===== config.mk =====
export PLATFORM = sky130hd
export DESIGN_NAME = spi_reg_ctrl
export DESIGN_NICKNAME = d
export VERILOG_FILES = /design/src/rtl/spi_reg_ctrl.sv
export SDC_FILE = /design/constraint.sdc
export NUM_CORES = 1
export LEC_CHECK = 0
export ABC_AREA = 0
export CELL_PAD_IN_SITES_DETAIL_PLACEMENT = 0
export CELL_PAD_IN_SITES_GLOBAL_PLACEMENT = 1
export CORE_MARGIN = 2
export CORE_UTILIZATION = 43
export DETAILED_ROUTE_END_ITERATION = 12
export GPL_ROUTABILITY_DRIVEN = 0
export GPL_TIMING_DRIVEN = 0
export PLACE_DENSITY = 0.82
export SLEW_MARGIN = 10
export SYNTH_ARGS = -nofsm -noshare
export SYNTH_HDL_FRONTEND = slang
export SYNTH_SLANG_ARGS = --single-unit

===== constraint.sdc =====
create_clock -name clk -period 2.4 [get_ports clk]
set_clock_uncertainty 0.15 [all_clocks]
set_input_delay 0.6 -clock clk [delete_from_list [all_inputs] [get_ports clk]]
set_output_delay 0.6 -clock clk [all_outputs]
set_load 0.03 [all_outputs]

===== src/rtl/spi_reg_ctrl.sv =====
// spi_reg_ctrl: mode-0 SPI slave that decodes 16-bit write frames into five PWM config registers; ncs rise to update is SYNC_STAGES+2 clk.
// No backpressure: the host must respect SPI timing limits. Optional readback on cipo is enabled by the SPI_READBACK_EN macro.
module spi_reg_ctrl #(
  parameter int SYNC_STAGES = 2,
  parameter int MAX_ADDR    = 4
) (
  input  logic       clk,
  input  logic       rst_n,
  input  logic       sclk,
  input  logic       copi,
  input  logic       ncs,
  output logic       cipo,
  output logic [7:0] en_reg_out_7_0,
  output logic [7:0] en_reg_out_15_8,
  output logic [7:0] en_reg_pwm_7_0,
  output logic [7:0] en_reg_pwm_15_8,
  output logic [7:0] pwm_duty_cycle,
  output logic       wr_strobe,
  output logic       frame_err
);

  localparam logic [6:0] MAX_A = 7'(MAX_ADDR);

  typedef enum logic [1:0] {IDLE, SHIFT, COMMIT} state_t;

  logic [SYNC_STAGES-1:0] sclk_sync_q, copi_sync_q, ncs_sync_q, vld_q;
  logic                   sclk_dly_q, ncs_dly_q, armed_q;
  logic                   sclk_s, copi_s, ncs_s;
  logic                   sclk_rise, ncs_rise, ncs_fall;

  state_t      state_q;
  logic [4:0]  cnt_q;
  logic [15:0] shreg_q;
  logic [7:0]  regs_q [5];
  logic [6:0]  addr;
  logic        addr_ok;

  // vld_q tracks when the sync chain holds only post-reset samples, so a
  // low ncs at reset release cannot masquerade as a frame start.
  always_ff @(posedge clk or negedge rst_n) begin
    if (!rst_n) begin
      sclk_sync_q <= '0;
      copi_sync_q <= '0;
      ncs_sync_q  <= '1;
      vld_q       <= '0;
      sclk_dly_q  <= 1'b0;
      ncs_dly_q   <= 1'b1;
      armed_q     <= 1'b0;
    end else begin
      sclk_sync_q <= {sclk_sync_q[SYNC_STAGES-2:0], sclk};
      copi_sync_q <= {copi_sync_q[SYNC_STAGES-2:0], copi};
      ncs_sync_q  <= {ncs_sync_q[SYNC_STAGES-2:0], ncs};
      vld_q       <= {vld_q[SYNC_STAGES-2:0], 1'b1};
      sclk_dly_q  <= sclk_s;
      ncs_dly_q   <= ncs_s;
      if (vld_q[SYNC_STAGES-1] && ncs_s) armed_q <= 1'b1;
    end
  end

  assign sclk_s    = sclk_sync_q[SYNC_STAGES-1];
  assign copi_s    = copi_sync_q[SYNC_STAGES-1];
  assign ncs_s     = ncs_sync_q[SYNC_STAGES-1];
  assign sclk_rise = sclk_s & ~sclk_dly_q;
  assign ncs_rise  = ncs_s & ~ncs_dly_q;
  assign ncs_fall  = ~ncs_s & ncs_dly_q;

  assign addr    = shreg_q[14:8];
  assign addr_ok = (addr <= MAX_A);

  always_ff @(posedge clk or negedge rst_n) begin
    if (!rst_n) begin
      state_q   <= IDLE;
      cnt_q     <= '0;
      shreg_q   <= '0;
      wr_strobe <= 1'b0;
      frame_err <= 1'b0;
      for (int i = 0; i < 5; i++) regs_q[i] <= '0;
    end else begin
      wr_strobe <= 1'b0;
      case (state_q)
        IDLE: begin
          if (ncs_fall && armed_q) begin
            state_q <= SHIFT;
            cnt_q   <= '0;
            shreg_q <= '0;
          end
        end
        SHIFT: begin
          // ncs rise wins over a coincident sclk rise
          if (ncs_rise) begin
            if (cnt_q == 5'd16) begin
              state_q <= COMMIT;
            end else begin
              state_q   <= IDLE;
              frame_err <= 1'b1;
            end
          end else if (sclk_rise) begin
            if (cnt_q < 5'd16) begin
              shreg_q <= {shreg_q[14:0], copi_s};
              cnt_q   <= cnt_q + 5'd1;
            end else begin
              cnt_q <= 5'd17;
            end
          end
        end
        COMMIT: begin
          state_q <= IDLE;
          if (shreg_q[15] && addr_ok) begin
            wr_strobe <= 1'b1;
            if (addr < 7'd5) regs_q[addr[2:0]] <= shreg_q[7:0];
          end
        end
        default: state_q <= IDLE;
      endcase
    end
  end

  assign en_reg_out_7_0  = regs_q[0];
  assign en_reg_out_15_8 = regs_q[1];
  assign en_reg_pwm_7_0  = regs_q[2];
  assign en_reg_pwm_15_8 = regs_q[3];
  assign pwm_duty_cycle  = regs_q[4];

`ifdef SPI_READBACK_EN
  logic       sclk_fall;
  logic [6:0] rd_addr;
  logic [7:0] rd_dat;
  logic [7:0] out_sr_q;
  logic       rd_q;
  logic       cipo_q;

  assign sclk_fall = ~sclk_s & sclk_dly_q;
  // The 8th bit is still in the synchroniser when the rise is seen.
  assign rd_addr   = {shreg_q[5:0], copi_s};

  always_comb begin
    rd_dat = 8'h00;
    if (rd_addr <= MAX_A && rd_addr < 7'd5) rd_dat = regs_q[rd_addr[2:0]];
  end

  always_ff @(posedge clk or negedge rst_n) begin
    if (!rst_n) begin
      out_sr_q <= '0;
      rd_q     <= 1'b0;
      cipo_q   <= 1'b0;
    end else if (state_q != SHIFT || ncs_rise) begin
      rd_q   <= 1'b0;
      cipo_q <= 1'b0;
    end else if (sclk_rise && cnt_q == 5'd7) begin
      rd_q     <= ~shreg_q[6];
      out_sr_q <= rd_dat;
    end else if (sclk_fall) begin
      if (rd_q && cnt_q >= 5'd8 && cnt_q <= 5'd15) begin
        cipo_q   <= out_sr_q[7];
        out_sr_q <= {out_sr_q[6:0], 1'b0};
      end else begin
        cipo_q <= 1'b0;
      end
    end
  end

  assign cipo = cipo_q;
`else
  assign cipo = 1'b0;
`endif

endmodule


-- Word-level counts from Yosys, hierarchy flattened
Cells that the tools add are included.
- input port bits: 5
- output and inout port bits: 43
- memories kept: 0
- latch bits: 0
- bits in registers: 76
- bits in writable memories: 0
- logic and storage cells: 69
- ROM bits: 0
- bitwise gates (word level): 8
- multiply operators: 0
- div/mod/pow operators: 0
- add/subtract/negate cells: 1
- reductions and logical operators: 11
- multiplexer cells: 19
- shift-type cells: 0
- equal/unequal tests: 8
- magnitude comparators: 5
- operator list (operator ; number):
    $mux W16 ; 4
    $bwmux W40 ; 1
    $pmux W16 S2 ; 1
    $demux W8 S3 ; 1
    $mux W5 ; 4
    $ne A2 B2 Y1 const B ; 5
    $pmux W5 S2 ; 1
    $mux W8 ; 1
    $le A7 B3 Y1 const B ; 1
    $lt A7 B3 Y1 const B ; 1
    $mux W2 ; 3
    $reduce_and A3 Y1 ; 2
    $add A5 B1 Y5 const B ; 1
    $eq A5 B5 Y1 const B ; 1
    $lt A5 B5 Y1 const B ; 1
    $reduce_and A5 Y1 ; 1
    $ge A4 B4 Y1 const B ; 1
    $logic_and A1 B1 Y1 ; 4
    $lt A4 B1 Y1 const B ; 1
    $not A1 Y1 ; 4
    $not A3 Y4 ; 1
    $pmux W2 S2 ; 1
    $reduce_and A4 Y1 ; 1
    $and A1 B1 Y1 ; 3
    6 further kinds ; 7

-- Longest topological paths before layout
- depth after elaboration: 6
- mapped depth: 6
- depth with buffers taken out: 4

-- Least setup slack after synthesis
No wires, ideal clock.
- path type: reg-to-reg
- from: reg shreg_q[14]
- to: reg regs_q, in the netlist en_reg_pwm_7_0[0]
- clock period less this slack: 1.689 ns
- arrival time: 1.415 ns
- setup slack: 0.711 ns
- stages on the path, launching flop included: 4
- data required time: 2.125 ns
- buffers on the path: 0
- library setup time: 0.125 ns
- path through: dfrtp_1 -> nor4_4 -> nand4b_2 -> mux2_2
- word-level cells in the longest chain between the ends: 3
- elaborated cells on any way between the ends: 4
- classes of those cells: 2 x order compare; 2 x reduce/logical
- ends and longest elaborated chain (element ; RTL line ; source):
    from (decl) ; 33 ; logic [15:0] shreg_q;
    from (signal assigned) ; 99 ; shreg_q <= {shreg_q[14:0], copi_s};
    $le A7 B3 Y1 ; 68 ; assign addr_ok = (addr <= MAX_A);
    $logic_and A1 B1 Y1 ; 108 ; if (shreg_q[15] && addr_ok) begin
    $reduce_and A3 Y1 (no line) * ; -- ;
    to (signal, indexed assignment) ; 110 ; if (addr < 7'd5) regs_q[addr[2:0]] <= shreg_q[7:0];
    to (decl) ; 34 ; logic [7:0] regs_q [5];
Mark *: on every way between the ends. The rest lies on a longest branch, timed or not.
A chain may end at the register's enable or synchronous reset.

-- Final worst setup path
- from: reg regs_q, in the netlist pwm_duty_cycle[5]
- to: out pwm_duty_cycle[5]
- RTL lines (element ; RTL line ; source):
    to (decl) ; 17 ; output logic [7:0] pwm_duty_cycle,
No word-level cell between the ends.

==> flow_metrics.env <==
export IMPL_outcome="complete, no violations"
export IMPL_p_seq_share_pct=54.2
export IMPL_start_util_pct=43.9
export IMPL_ys_ff_latch=76
export IMPL_multi_input_area_sq_mm=0.00116
export IMPL_period_share_pct=89.6
export IMPL_crit_path_start="pwm_duty_cycle[5]$_DFFE_PN0P_"
export IMPL_synth_most_common_cell="dfrtp_1"
export IMPL_ir_drop_v=0.000428
export IMPL_max_stage_delay_ns=0.68
export IMPL_post_cts_buffers=0
export IMPL_vias=2170
export IMPL_port_buffers=46
export IMPL_timing_hold_ws_ns=0.206
export IMPL_wl_mm=6.59
export IMPL_cts_buffer_depth=2
export IMPL_critPathTopFamily="buffers and inverters"
export IMPL_grt_max_degree=64
export IMPL_synthCells=246
export IMPL_synth_edf_count=0
export IMPL_reg2reg_depth=4
export IMPL_p_leak_nw=1.75
export IMPL_min_to="sclk_sync_q[1]$_DFF_PN0_"
export IMPL_fin_crit_ns=2.15
export IMPL_syn_nets=253
export IMPL_rr_startpoint="state_q[0]$_DFFE_PN0P_"
export IMPL_antenna_cells=0
export IMPL_ys_warn_count=0
export IMPL_ant_nets=0
export IMPL_power_share_combinational_pct=7.7
export IMPL_area_growth_pct=25.9
export IMPL_syn_avg_cell_area_sq_um=12.8
export IMPL_first_iter_violations=154
export IMPL_ioPinCount=48
export IMPL_clock_sinks=76
export IMPL_h_tree_depth=3
export IMPL_r2r_setup_slack_ns=0.38
export IMPL_drive_above_1_share_pct=24.3
export IMPL_path_buf_inv=1
export IMPL_place_inst=392
export IMPL_viasPerCell=5.32
export IMPL_min_path_type="register to register"
export IMPL_fp_dieH_microns=89.6
export IMPL_critical_path_endpoint_type="output pin"
export IMPL_dieArea_sq_mm=0.00803
export IMPL_synth_top_cell_area_share_pct=58.0
export IMPL_finalMaxSlewViolations=0
export IMPL_synth_area_sq_mm=0.00315
export IMPL_fillers=626
export IMPL_slew_headroom_pct=65.1
export IMPL_r2r_end="en_reg_pwm_15_8[2]$_DFFE_PN0P_"
export IMPL_setup_ws_ns=0.250
export IMPL_rsz0062_at_grt="false"
export IMPL_final_setup_viol_count=0
export IMPL_cts_root_buf="clkbuf_8"
export IMPL_rows=31
export IMPL_pre_cts_ws_ns=0.363
export IMPL_start_kind="register"
export IMPL_dr_pass1_iters=6
export IMPL_post_cts_resized=0
export IMPL_cts_clk_slew_worst_paths_ns=0.08
export IMPL_final_area_sq_mm=0.00397
export IMPL_grt_pass1_vias=2198
export IMPL_seq_area_frac_synth_pct=60.5
export IMPL_overflow=0
export IMPL_route_detailed_drc=0
export IMPL_async_flop_share_pct=100
export IMPL_hp_start="sclk_sync_q[0]$_DFF_PN0_"
export IMPL_synth_distinct_cells=37
export IMPL_core_sq_mm=0.00718
export IMPL_drv_cap=0
export IMPL_internal_power_mw=1.92
export IMPL_cts_tree="yes"
export IMPL_ys_flop_type="dfrtp_1"
export IMPL_finalHoldViolCount=0
export IMPL_placed_cell_area_sq_mm=0.00376
export IMPL_fmax_mhz=465
export IMPL_ys_top_cells_by_area="dfrtp_1 58%, mux2_2 15%, nand2_1 4.1%, o211ai_1 3.8%, nand4_1 3.2%"
export IMPL_swShare_pct=25.5
export IMPL_cp_max_fo=2
export IMPL_grt_pass1_wl_mm=11.0
export IMPL_critPathSlowestCell="clkdlybuf4s50_1"
export IMPL_cp_arrival_ns=1.40
export IMPL_fin_util_pct=55.3
export IMPL_worst_pin_slew_ns=0.524
export IMPL_nets=312
export IMPL_chipWidth_microns=89.6
export IMPL_regArea_sq_mm=0.00191
export IMPL_crit_path_cell_trace="clkdlybuf4s50_1"
export IMPL_power_switching_mw=0.656
export IMPL_post_dp_hpwl_mm=4.27
export IMPL_cts_buffers_inserted=9
export IMPL_clock_latency_ns=0.35
export IMPL_required_ns=1.65
export IMPL_grt_usage_pct=18.3
export IMPL_synth_largest_area_cell="dfrtp_1"
export IMPL_power_density_mw_per_mm2=648
export IMPL_layout_cells_non_filler=408
export IMPL_hold_depth=0
export IMPL_worstSetupPathType="register to output pin"
export IMPL_power_frac_clock_pct=38.1
export IMPL_avgRoutedWirePerCell_microns=16.2
export IMPL_synth_common_cells="73 x dfrtp_1, 41 x mux2_2, 34 x nand2_1, 16 x nand4_1, 16 x o211ai_1"
export IMPL_antenna_found_initial=0
-- cell families after synthesis --
family / synth area share, %
compound gates: 6.63
fa+ha+maj: 0.794
buf+inv: 2.62
flops: 60.5
mux: 15.0
other cells: 0.238
simple gates: 14.3
-- stage by stage --
stage                     total power, mW  TNS [ns]
after global routing                 2.69         0
after floorplan                      1.53         0
after global placement               1.60   -151.02
after CTS                            2.60         0
after detailed placement             1.61         0
final                                2.57         0
-- power by group through the flow --
stage | combinational, mW | sequential (mW) | clock [mW]
after floorplan | 0.128 | 1.40 | 0
after global placement | 0.187 | 1.42 | 0
after detailed placement | 0.197 | 1.42 | 0
after CTS | 0.201 | 1.39 | 1.01
after global routing | 0.230 | 1.40 | 1.06
final | 0.198 | 1.39 | 0.980
-- sequential cells by signal, indices dropped and copies added, names as in the netlist --
signal           flops
en_reg_pwm_7_0       8
sclk_dly_q           1
ncs_sync_q           2
en_reg_out_15_8      8
en_reg_pwm_15_8      8
state_q              2
vld_q                2
pwm_duty_cycle       8
en_reg_out_7_0       8
wr_strobe            1
frame_err            1
cnt_q                5
sclk_sync_q          2
copi_sync_q          2
armed_q              1
ncs_dly_q            1
shreg_q             16
-- metal layers --
| metal | share of wire [%] | GRT usage, % |
|---|---|---|
| met5 | 0 | 0 |
| met3 | 4.8 | 5.76 |
| met1 | 46 | 25.9 |
| met2 | 48 | 25.5 |
| met4 | 1.7 | 8.68 |
-- cells in the final DEF (no fill, tap or decap), types with 3 or more instances in the layout --
| master | count |
|---|---|
| buf_2 | 6 |
| mux2_2 | 41 |
| nor2_1 | 4 |
| nand2_1 | 34 |
| nand4_1 | 16 |
| nand2b_1 | 5 |
| o211ai_1 | 16 |
| clkbuf_1 | 8 |
| dfrtp_1 | 73 |
| clkdlybuf4s50_1 | 45 |
| dfstp_2 | 3 |
| inv_1 | 3 |
| clkbuf_8 | 10 |
-- worst max-delay path by stage --
stage / end / slack (ns) / depth (start not counted)
2_1_floorplan: en_reg_pwm_7_0[0]$_DFFE_PN0P_ / 0.71 / 3
3_3_place_gp: en_reg_pwm_7_0[6]$_DFFE_PN0P_ / -2.03 / 1
3_5_place_dp: en_reg_pwm_15_8[0]$_DFFE_PN0P_ / 0.36 / 4
4_1_cts: pwm_duty_cycle[5] / 0.23 / 1
5_1_grt: pwm_duty_cycle[5] / 0.19 / 1
6_report: pwm_duty_cycle[5] / 0.25 / 1
-- layout make-up --
| cell class | count | share of cell area [%] |
|---|---|---|
| plain buffers | 16 | 1.80 |
| clock buffers | 10 | 3.47 |
| inverters | 3 | 0.284 |
| multi-input cells | 151 | 29.3 |
| repair buffers | 48 | 12.5 |
| well taps | 99 | 3.12 |
| clock inverters | 5 | 1.51 |
| flip-flops and latches | 76 | 48.0 |
-- repair_timing --
item / 4_1_cts / 5_1_grt
hold buffers: 1 / 0
hold endpoints to repair: 13 / 0
setup endpoints to repair: 0 / 0
(Power assumes the default switching activity.)
